**src/rtl/am_envelope_detector.sv**
```systemverilog
// Rectify + attack/decay peak follower, decimated into a registered FWFT output FIFO.
// Latency: accepted sample -> its decimated output on out_valid is 3 cycles.
// Backpressure: in_ready drops while the FIFO lacks room for the 2 in-flight stages.
module am_envelope_detector #(
    parameter int DW           = 14,
    parameter int OW           = 14,
    parameter int ATTACK_SHIFT = 2,
    parameter int DECAY_SHIFT  = 8,
    parameter int DECIM        = 4,
    parameter int FIFO_DEPTH   = 4
) (
    input  logic          clk,
    input  logic          rst,
    input  logic          clear,
    input  logic [DW-1:0] in_data,
    input  logic          in_valid,
    output logic          in_ready,
    output logic [OW-1:0] out_data,
    output logic          out_valid,
    input  logic          out_ready,
    output logic          sat_flag
);
    localparam int FRAC = DECAY_SHIFT;
    localparam int MW   = DW - 1;
    localparam int EW   = MW + FRAC;
    localparam int AW   = $clog2(FIFO_DEPTH);
    localparam int CW   = $clog2(DECIM) + 1;
    localparam int OSH  = OW - DW + 1;

    logic          accept;
    logic          in_min;
    logic [MW-1:0] mag_next;
    logic [MW-1:0] mag_q;
    logic          mag_vld;
    logic [EW-1:0] env;
    logic [EW-1:0] env_next;
    logic [EW-1:0] target;
    logic [MW-1:0] env_int;
    logic [CW-1:0] cnt;
    logic          push_vld;
    logic [OW-1:0] push_dat;
    logic [OW-1:0] mem [FIFO_DEPTH];
    logic [AW-1:0] wr_ptr;
    logic [AW-1:0] rd_ptr;
    logic [AW:0]   count;
    logic [OW-1:0] hold_q;
    logic          pop;

    assign in_ready = !rst && !clear && (count <= (AW+1)'(FIFO_DEPTH - 3));
    assign accept   = in_valid && in_ready;
    assign in_min   = (in_data == {1'b1, {(DW-1){1'b0}}});

    // Negation only needs the low MW bits; the most negative code is handled separately.
    always_comb begin
        mag_next = in_data[MW-1:0];
        if (in_min) begin
            mag_next = '1;
        end else if (in_data[DW-1]) begin
            mag_next = ~in_data[MW-1:0] + MW'(1);
        end
    end

    assign target = {mag_q, {FRAC{1'b0}}};

    always_comb begin
        if (target > env) begin
            env_next = env + ((target - env) >> ATTACK_SHIFT);
        end else begin
            env_next = env - (env >> DECAY_SHIFT);
        end
    end

    assign env_int = env_next[EW-1:FRAC];

    always_ff @(posedge clk or posedge rst) begin
        if (rst) begin
            mag_q    <= '0;
            mag_vld  <= 1'b0;
            sat_flag <= 1'b0;
            env      <= '0;
            cnt      <= '0;
            push_vld <= 1'b0;
            push_dat <= '0;
        end else if (clear) begin
            mag_q    <= '0;
            mag_vld  <= 1'b0;
            sat_flag <= 1'b0;
            env      <= '0;
            cnt      <= '0;
            push_vld <= 1'b0;
            push_dat <= '0;
        end else begin
            mag_vld  <= accept;
            push_vld <= 1'b0;
            if (accept) begin
                mag_q <= mag_next;
                if (in_min) begin
                    sat_flag <= 1'b1;
                end
            end
            if (mag_vld) begin
                env <= env_next;
                if (cnt == CW'(DECIM - 1)) begin
                    cnt      <= '0;
                    push_vld <= 1'b1;
                    push_dat <= OW'(env_int) << OSH;
                end else begin
                    cnt <= cnt + CW'(1);
                end
            end
        end
    end

    assign out_valid = (count != '0);
    assign pop       = out_valid && out_ready;
    assign out_data  = out_valid ? mem[rd_ptr] : hold_q;

    always_ff @(posedge clk or posedge rst) begin
        if (rst) begin
            wr_ptr <= '0;
            rd_ptr <= '0;
            count  <= '0;
            hold_q <= '0;
        end else if (clear) begin
            wr_ptr <= '0;
            rd_ptr <= '0;
            count  <= '0;
            hold_q <= '0;
        end else begin
            if (push_vld) begin
                wr_ptr <= wr_ptr + AW'(1);
            end
            if (pop) begin
                rd_ptr <= rd_ptr + AW'(1);
            end
            count  <= count + (AW+1)'(push_vld) - (AW+1)'(pop);
            hold_q <= out_data;
        end
    end

    always_ff @(posedge clk) begin
        if (push_vld && !clear) begin
            mem[wr_ptr] <= push_dat;
        end
    end

endmodule
```
**config.mk**
```make
export PLATFORM = sky130hd
export DESIGN_NAME = am_envelope_detector
export DESIGN_NICKNAME = d
export VERILOG_FILES = /design/src/rtl/am_envelope_detector.sv
export SDC_FILE = /design/constraint.sdc
export NUM_CORES = 1
export LEC_CHECK = 0
export CAP_MARGIN = 20
export CORE_UTILIZATION = 60
export DETAILED_ROUTE_END_ITERATION = 10
export PLACE_DENSITY = 0.78
export SLEW_MARGIN = 25
export SYNTH_ARGS = -nofsm -noshare
export SYNTH_HDL_FRONTEND = slang
export SYNTH_SLANG_ARGS = --single-unit
```
**constraint.sdc**
```tcl
create_clock -name clk -period 5.7 [get_ports clk]
set_clock_uncertainty 0.1 [all_clocks]
set_input_delay 1.14 -clock clk [delete_from_list [all_inputs] [get_ports clk]]
set_output_delay 1.14 -clock clk [all_outputs]
set_load 0.02 [all_outputs]
```
==> results of run 1 <==
synthesized netlist by cell type, drive strengths merged, types with 8 or more instances:
cell,instances
nand2,104
dfrtp,74
nor2,67
edfxtp,52
a21oi,44
ha,44
inv,39
xnor2,29
clkbuf,27
xor2,26
nor2b,23
o21ai,22
nand3b,19
nand3,17
mux2i,16
nor3,16
o211ai,15
mux4,13
and3,12
buf,11
a21o,9
a211oi,8
and2,8
o21a,8
or3,8
state kept, by name, indices dropped and copies added, names as in the netlist, 2 cells and up:
name and cells:
mem 52, mag_q 13, cnt 3, env 21
count 3, rd_ptr 2, wr_ptr 2, hold_q 14
push_dat 13
path summary, 6_finish.rpt:
check	to	slack, ps	cells after the start
max in group asynchronous	env[1]	3430	3
worst min register to register	sat_flag	410	2
worst max register to register	env[19]	510	18
min in group asynchronous	mag_q[10]	940	2
worst max-delay path	env[19]	510	18
worst min-delay path	sat_flag	410	2
final cells by class:
| class | count | area, sq um | area share [%] |
|---|---|---|---|
| Multi-Input combinational cell | 577 | 4110 | 46.5 |
| Clock buffer | 21 | 450 | 5.09 |
| Inverter | 39 | 146 | 1.66 |
| Tap cell | 172 | 215 | 2.43 |
| Sequential cell | 126 | 3410 | 38.6 |
| Timing Repair Buffer | 41 | 390 | 4.41 |
| Clock inverter | 11 | 118 | 1.33 |
per-layer routing:
layer  vias to the layer above  GRT usage, %
met1                      2915          34.6
met4                         0          11.9
met3                        30          5.14
met5                         -             0
li1                       2833             -
met2                       132          47.7
cell families (layout without fill, tap and decap cells):
kind of cell / count (synthesis) / after routing / synth area share, %
mux: 32 / 32 / 6.31
buf+inv: 77 / 112 / 3.94
compound gates: 144 / 144 / 13.1
flops: 126 / 126 / 43.6
xor+xnor: 55 / 55 / 6.15
fa+ha+maj: 46 / 46 / 7.54
simple gates: 300 / 300 / 19.4
worst min-delay path, delay by kind of cell, from the launching register on:
kind | cells | cell delay (ps)
AOI/OAI and AO/OA | 1 | 50
buffers and inverters | 1 | 50
DFF | 1 | 370
metrics by stage:
stage	cells	utilization, %
after floorplan	780	-
after global placement	955	65.3
after detailed placement	955	65.3
after CTS	987	69.8
after global routing	987	69.8
final	987	69.8
timing repair:
item	4_1_cts	5_1_grt
gates resized for setup	0	1
hold endpoints to repair	0	0
setup endpoints to repair	0	1
==> metrics.txt, run 1 <==
final WL=17,300 microns; share of the synthesized area in the top cell type=23.6%; most frequent cells in the layout=104 x nand2_1, 74 x dfrtp_1, 66 x nor2_1; run status=completed; met2 WL=8800 microns; fill count=956; all-layer global routing usage=27.9%; core area=0.0127 sq mm; htree depth=4; HPWL after DPL=12,600 microns; Bufs and invs on worst path=0; Core Rows=41; Final setup viols=0; die height=116 microns; global-route wire length before repair=28,500 microns; cell breakdown of the critical path=nor4_4 > a311oi_1 > a311oi_4 > o2111ai_2 > nor3_1 > a21oi_1 > o211ai_1 > xnor2_1 > mux2i_1 > ha_1 > o21a_1 > o21ai_0 > o21bai_1 > or3_1 > o31ai_1 > o21a_1 > or4_1 > o311ai_0; leading area contributor after synthesis=dfrtp_1; Post CTS Setup Buffer Count=0; Pre-antenna DRT Iters=5; Critical-path top delay cell=nor4_4; Initial DRC Count=369; DR vias/cell=5.99; final instance area=0.00884 sq mm; residual DRC count=0; pin count of the biggest net entering global routing=82; share of flip-flops with an asynchronous set or reset=58.7%; CP top delay family=compound AO/OA/AOI/OAI gates; setup repair after global routing missed its margin=false; final hold violations=0; slowest stage delay, CP=670 ps; Max Used Layer=met4; Max Cap Viol=0; syn_area_per_cell=10.0 sq um; Setup WS pre-CTS=491 ps; Syn Std Cell Area=0.00783 sq mm; hold_ws=412 ps; reg2reg start=env[1]; n_diodes=0; Die Area=0.0135 sq mm; CTS tree=yes; vias=5,910; met3 routed WL=630 microns; Crit Path Max Fanout=11; Post-synth EDFFs=52; worst hold start=sat_flag; CP dominant cell by count=o21a_1; Syn-to-layout area delta=12.9%; commonest non-fill, non-tap cell in the layout=nand2_1; Main synth FF type=dfrtp_1; sum of negative setup slack=0 ps; Max-slew headroom=32.6%; initial antenna violation count=0; global placer's final weighted congestion=0.922; CTS Sinks=126; type of the worst setup path=reg -> reg; Hold-fix buffers, CTS=0; period utilization=91.1%; Arr. time, crit path=5350 ps; layout cells sized above 1=8.59%; root buffer cell=clkbuf_16; number of CTS-inserted buffers=17; Port Buffers=35; Worst-Margin Slew=1010 ps; Slew Limit Fails=0; Ys Warns=0; Synth Net Count=845; final worst slack=506 ps; met1 WL=7500 microns; Setup crit end kind=flop; sequential area share after synthesis=43.6%; Yosys reg bits=126; clock-pin slew on the worst setup and hold paths=60 ps; crit path time final=5190 ps; Critical Path RT=5850 ps; I/O pins=36; CTS Buffer Depth=2; Worst setup startpoint=env[1]; post-synthesis cell count=780; Synth area leaders=dfrtp_1 24%, edfxtp_1 20%, ha_1 7.0%; DP Area=0.00828 sq mm; Hold Path Class=reg -> reg; Initial Util=61.8%; Post-DRT Antenna Nets=0; Die Span X=116 microns; GRT overflow=0; Synth cell types=69; clk_lat worst skew=420 ps; Avg WL per Cell=17.6 microns; startpoint class of the critical path=flop; Achievable Freq=0.193 GHz; vias in the first global route=5,682; Post-layout nets=867
Power of run 1 is left out: the tool's default activity adds up to more than one toggle a clock period on the data nets, which glitch-free logic cannot reach.
==> run 2: changes to the inputs <==
--- a/config.mk
+++ b/config.mk
@@ -8,7 +8,8 @@
 export CAP_MARGIN = 20
 export CORE_UTILIZATION = 60
 export DETAILED_ROUTE_END_ITERATION = 10
-export PLACE_DENSITY = 0.78
+export DONT_BUFFER_PORTS = 1
+export PLACE_DENSITY = 0.75
 export SLEW_MARGIN = 25
 export SYNTH_ARGS = -nofsm -noshare
 export SYNTH_HDL_FRONTEND = slang
==> constraint.sdc (replaced) <==
create_clock -name clk -period 5.7 [get_ports clk]
set_clock_uncertainty 0.1 [all_clocks]
set_input_delay 1.14 -clock clk [delete_from_list [all_inputs] [get_ports clk]]
set_output_delay 1.14 -clock clk [all_outputs]
set_load 0.005 [all_outputs]
==> metrics.txt, run 2 (same netlist as run 1, synthesis figures left out) <==
R2R setup slack=490 ps (-20 ps); grt met2 use=45.1% (-2.6 points); final worst slack=486 ps (-20.5 ps); Post-layout nets=831 (-4.2%); residual DRC count=0 (unchanged); setup repair after global routing missed its margin=false; Die Area=0.0135 sq mm (unchanged); CTS Sinks=126 (unchanged); Syn-to-layout area delta=8.62%; layout cells sized above 1=9.24% (+0.65 points); Max-slew headroom=33.3% (+0.73 points); Sequential cell area=0.00341 sq mm (unchanged); DP Area=0.00793 sq mm (-4.2%); GRT overflow=0 (unchanged); global-route wire length before repair=27,400 microns (-3.9%); reg2reg start=env[12]; vias in the first global route=5,536 (-2.6%); met1 GRT Util=33.2% (-1.4 points); Arr. time, crit path=5410 ps (+60 ps); Core Rows=41 (unchanged); Port Buffers=0 (-100%); Hold Path Class=reg -> reg; DR vias/cell=5.92 (-1.2%); max reg flops=52 (unchanged); Worst-Margin Slew=996 ps (-10.9 ps); crit path time final=5210 ps (+20.5 ps); area of the multi-input gates=0.00412 sq mm (+0.12%); largest registers=mem x52, env x21, hold_q x14; core area=0.0127 sq mm (unchanged); Die Span X=116 microns (unchanged); HPWL after DPL=12,000 microns (-4.6%); largest register by flop count=mem; type of the worst setup path=reg -> reg; CP endpoint=env[20]; Crit Path Max Fanout=6 (-5); Pre-antenna DRT Iters=5 (unchanged); slowest stage delay, CP=430 ps (-240 ps); met3 GRT Util=6.33% (+1.2 points); clock-pin slew on the worst setup and hold paths=60 ps (about the same); cell breakdown of the critical path=inv_1 > ha_1 > a21o_1 > a221oi_4 > nand4_1 > a31oi_1 > o21bai_1 > o21ai_2 > nand2_1 > o21ai_0 > ha_1 > inv_1 > fa_1 > a21oi_1 > nor2_1 > o311ai_1 > a21oi_1 > o2111ai_1 > a31o_2 > nor2_1 > mux2i_1 > mux2_1; most frequent cells in the layout=104 x nand2_1, 74 x dfrtp_1, 66 x nor2_1; all-layer global routing usage=26.8% (-1.1 points); GR peak layer=met2; Worst setup startpoint=env[12]; pin count of the biggest net entering global routing=83 (+1.2%); period utilization=91.5% (+0.36 points); final WL=16,800 microns (-3.4%); clk_lat worst skew=420 ps (about the same); Max Cap Viol=0 (unchanged); htree depth=4 (unchanged); n_diodes=0 (unchanged); root buffer cell=clkbuf_16; Setup crit end kind=flop; Slew Limit Fails=0 (unchanged); commonest non-fill, non-tap cell in the layout=nand2_1; Initial Util=61.8% (unchanged); Critical-path top delay cell=dfrtp_1; Critical Path RT=5900 ps (+50 ps); CTS Buffer Depth=2 (unchanged); Initial DRC Count=313 (-15%); final instance area=0.00851 sq mm (-3.8%); FF-to-FF path depth=22 (+4); Setup WS pre-CTS=495 ps (+4.50 ps); Worst R2R End=env[20]; Post-DRT Antenna Nets=0 (unchanged); CTS tree=yes; vias=5,626 (-4.8%); startpoint class of the critical path=flop; fill count=1,015 (+6.2%); Final setup viols=0 (unchanged); Avg WL per Cell=17.6 microns (+0.23%); I/O pins=36 (unchanged); run status=completed; initial antenna violation count=0 (unchanged); final hold violations=0 (unchanged); number of CTS-inserted buffers=17 (unchanged); sum of negative setup slack=0 ps (unchanged); global placer's final weighted congestion=0.930 (+0.97%); die height=116 microns (unchanged); Achievable Freq=0.192 GHz (-0.39%)
[run 2: cell types whose count changed in the layout (fill, tap and decap cells not counted), moves of 2 or more]
cell	previous run	this run
clkdlybuf4s50_1	34	0
clkinvlp_4	1	3
clkinv_4	2	4
buf_4	6	4
clkbuf_1	3	1
[run 2: what timing repair did]
item	4_1_cts	5_1_grt
gates resized for setup	0	1
hold buffers	0	0
endpoints found under the setup margin	0	1
setup buffers	0	0
[run 2: worst min path at each step]
| stage | cells after the start | startpoint | to |
|---|---|---|---|
| after global routing | 0 | push_dat[8] | mem[0][8] |
| final | 0 | push_dat[8] | mem[3][8] |
| after detailed placement | 0 | push_dat[8] | mem[0][8] |
| after floorplan | 0 | push_dat[6] | mem[0][6] |
| after CTS | 0 | push_dat[6] | mem[1][6] |
| after global placement | 0 | push_dat[10] | mem[3][10] |
[run 2: area by class of cell]
cell class | count | share of cell area [%]
clock inverter | 14 | 1.72
tap | 172 | 2.53
timing repair buffer | 5 | 0.485
multi-input combinational | 577 | 48.4
clock buffer | 18 | 5.04
inverter | 39 | 1.74
sequential | 126 | 40.1
[run 2: routing by layer]
layer	vias up	share of wire, %
met3	26	3.5
met5	-	0
li1	2748	-
met4	0	2.6
met2	101	50
met1	2751	44
[run 2: through the flow]
| step | cells | hold WS [ps] | util [%] |
|---|---|---|---|
| 2_1_floorplan | 780 | 368 | - |
| 3_3_place_gp | 919 | 390 | 62.6 |
| 3_5_place_dp | 919 | 412 | 62.6 |
| 4_1_cts | 951 | 424 | 67.1 |
| 5_1_grt | 951 | 444 | 67.2 |
| 6_report | 951 | 420 | 67.2 |
[run 2: worst max-delay path: cells and delay by family, from the launching register on]
family,cells,cell delay [ps]
simple gates,4,380
compound gates,11,2600
buf+inv,2,130
fa+ha+maj,3,960
flops,1,430
mux,2,520
Power of run 2 is left out for the same reason.
==> run 3: changes to the inputs <==
--- a/config.mk
+++ b/config.mk
@@ -6,7 +6,7 @@
 export NUM_CORES = 1
 export LEC_CHECK = 0
 export CAP_MARGIN = 20
-export CORE_UTILIZATION = 60
+export CORE_UTILIZATION = 58
 export DETAILED_ROUTE_END_ITERATION = 10
 export DONT_BUFFER_PORTS = 1
 export PLACE_DENSITY = 0.75
==> constraint.sdc (replaced) <==
create_clock -name clk -period 4.3 [get_ports clk]
set_clock_uncertainty 0.1 [all_clocks]
set_input_delay 0.86 -clock clk [delete_from_list [all_inputs] [get_ports clk]]
set_output_delay 0.86 -clock clk [all_outputs]
set_load 0.005 [all_outputs]
==> metrics.txt, run 3 (same netlist as run 1, synthesis figures left out) <==
type of the worst setup path=reg -> reg; Core Rows=42 (+2.4%); CTS Buffer Depth=2 (unchanged); final hold violations=0 (unchanged); Arr. time, crit path=4850 ps (-560 ps); Syn-to-layout area delta=30.2%; Critical-path top delay cell=dfrtp_1; final worst slack=-342 ps (-828 ps); most frequent cells in the layout=127 x buf_4, 102 x nand2_1, 74 x dfrtp_1; cell breakdown of the critical path=inv_2 > ha_4 > a21o_1 > a221oi_4 > nand4_1 > a31oi_2 > o21bai_2 > o21ai_4 > nand2_1 > o21ai_2 > ha_2 > inv_2 > fa_2 > a21oi_4 > nor2_2 > o311ai_4 > a21oi_4 > o2111ai_4 > a31o_4 > nor2_1 > mux2i_1 > mux2_1; R2R setup slack=-340 ps (-830 ps); commonest non-fill, non-tap cell in the layout=buf_4; clock-pin slew on the worst setup and hold paths=60 ps (about the same); HPWL after DPL=13,600 microns (+13%); CTS Sinks=126 (unchanged); Worst-Margin Slew=876 ps (-120 ps); failing checks=setup timing; slowest stage delay, CP=380 ps (-50 ps); n_diodes=0 (unchanged); Port Buffers=0 (unchanged); GRT overflow=0 (unchanged); Post-layout nets=968 (+16%); Slew Limit Fails=0 (unchanged); Achievable Freq=0.215 GHz (+12%); global-route wire length before repair=32,700 microns (+19%); max reg flops=52 (unchanged); Bufs and invs on worst path=2 (unchanged); core area=0.0132 sq mm (+4.1%); Initial Util=59.4% (-2.4 points); setup repair after global routing missed its margin=true; die height=118 microns (+1.7%); crit path time final=4640 ps (-572 ps); clk_lat worst skew=430 ps (about the same); run status=finished, violations left; Critical Path RT=4510 ps (-1390 ps); vias=6,729 (+20%); Hold Path Class=in -> async; final WL=21,900 microns (+31%); Initial DRC Count=508 (+62%); CTS tree=yes; period utilization=108% (+16 points); startpoint class of the critical path=flop; largest register by flop count=mem; Max Cap Viol=0 (unchanged); fill count=769 (-24%); I/O pins=36 (unchanged); Crit Path Max Fanout=4 (-2); Pre-antenna DRT Iters=5 (unchanged); Final setup viols=14 (+14); Post-DRT Antenna Nets=0 (unchanged); DR vias/cell=6.16 (+4.2%); Setup crit end kind=flop; root buffer cell=clkbuf_16; layout cells sized above 1=32.1% (+23 points); Max-slew headroom=41.6% (+8.2 points); Die Area=0.0140 sq mm (+3.4%); largest registers=mem x52, env x21, hold_q x14; global placer's final weighted congestion=0.944 (+1.5%); all-layer global routing usage=30.0% (+3.3 points); initial antenna violation count=0 (unchanged); pin count of the biggest net entering global routing=83 (unchanged); number of CTS-inserted buffers=17 (unchanged); Die Span X=118 microns (+1.7%); vias in the first global route=6,612 (+19%); CP top delay family=compound AO/OA/AOI/OAI gates; Hold-fix buffers, CTS=0 (unchanged); Setup WS pre-CTS=-349 ps (-844 ps); residual DRC count=0 (unchanged); htree depth=4 (unchanged); Avg WL per Cell=20.1 microns (+14%)
-- run 3: layout make-up --
type | count | area [sq um] | share of cell area, %
Timing Repair Buffer | 142 | 1120 | 10.9
Clock buffer | 18 | 439 | 4.31
Tap cell | 176 | 220 | 2.16
Inverter | 39 | 148 | 1.45
Clock inverter | 14 | 181 | 1.78
Sequential cell | 126 | 3410 | 33.5
Multi-Input combinational cell | 577 | 4680 | 45.9
-- run 3: repair_timing --
item,CTS,global route
setup endpoints to repair,18,28
setup buffers,9,14
cloned,0,1
endpoints found under the hold margin,0,0
gates resized for setup,44,78
pin swaps,21,51
-- run 3: per-layer routing --
layer | up-vias | routed length (microns) | part of all wire [%] | track usage, %
met1 | 3333 | 8430 | 38 | 34.7
met5 | - | 0 | 0 | 0
li1 | 3038 | - | - | -
met2 | 272 | 11400 | 52 | 54.4
met4 | 0 | 891 | 4.1 | 12.3
met3 | 86 | 1200 | 5.5 | 5.79
-- run 3: worst paths after layout --
| kind | endpoint | depth (start not counted) | startpoint |
|---|---|---|---|
| max | env[20] | 22 | env[12] |
| min | count[1] | 1 | rst |
| max reg2reg | env[20] | 22 | env[12] |
| min reg2reg | mem[1][11] | 0 | push_dat[11] |
| max in group asynchronous | env[8] | 2 | rst |
| min in group clk | push_dat[7] | 1 | clear |
-- run 3: per-stage QoR --
step                instances  hold WS, ps  utilization, %  area, sq um  TNS, ps
finish                   1092          344            77.3        10200    -1690
floorplan                 780          368               -         7880     -577
global route             1092          371            77.3        10200    -4720
detailed placement       1037          416            66.8         8810    -2790
CTS                      1078          387            73.8         9740    -1190
global placement         1037          387            66.8         8810    -1400
-- run 3: worst reg2reg max path, cell delays in order, from the launching register on --
cell	delay (ps)
dfrtp_1	380
inv_2	80
ha_4	200
a21o_1	220
a221oi_4	290
nand4_1	200
a31oi_2	230
o21bai_2	120
o21ai_4	110
nand2_1	100
o21ai_2	70
ha_2	210
inv_2	40
fa_2	360
a21oi_4	180
nor2_2	70
o311ai_4	290
a21oi_4	130
o2111ai_4	260
a31o_4	200
nor2_1	50
mux2i_1	240
mux2_1	380
Power of run 3 is left out for the same reason.
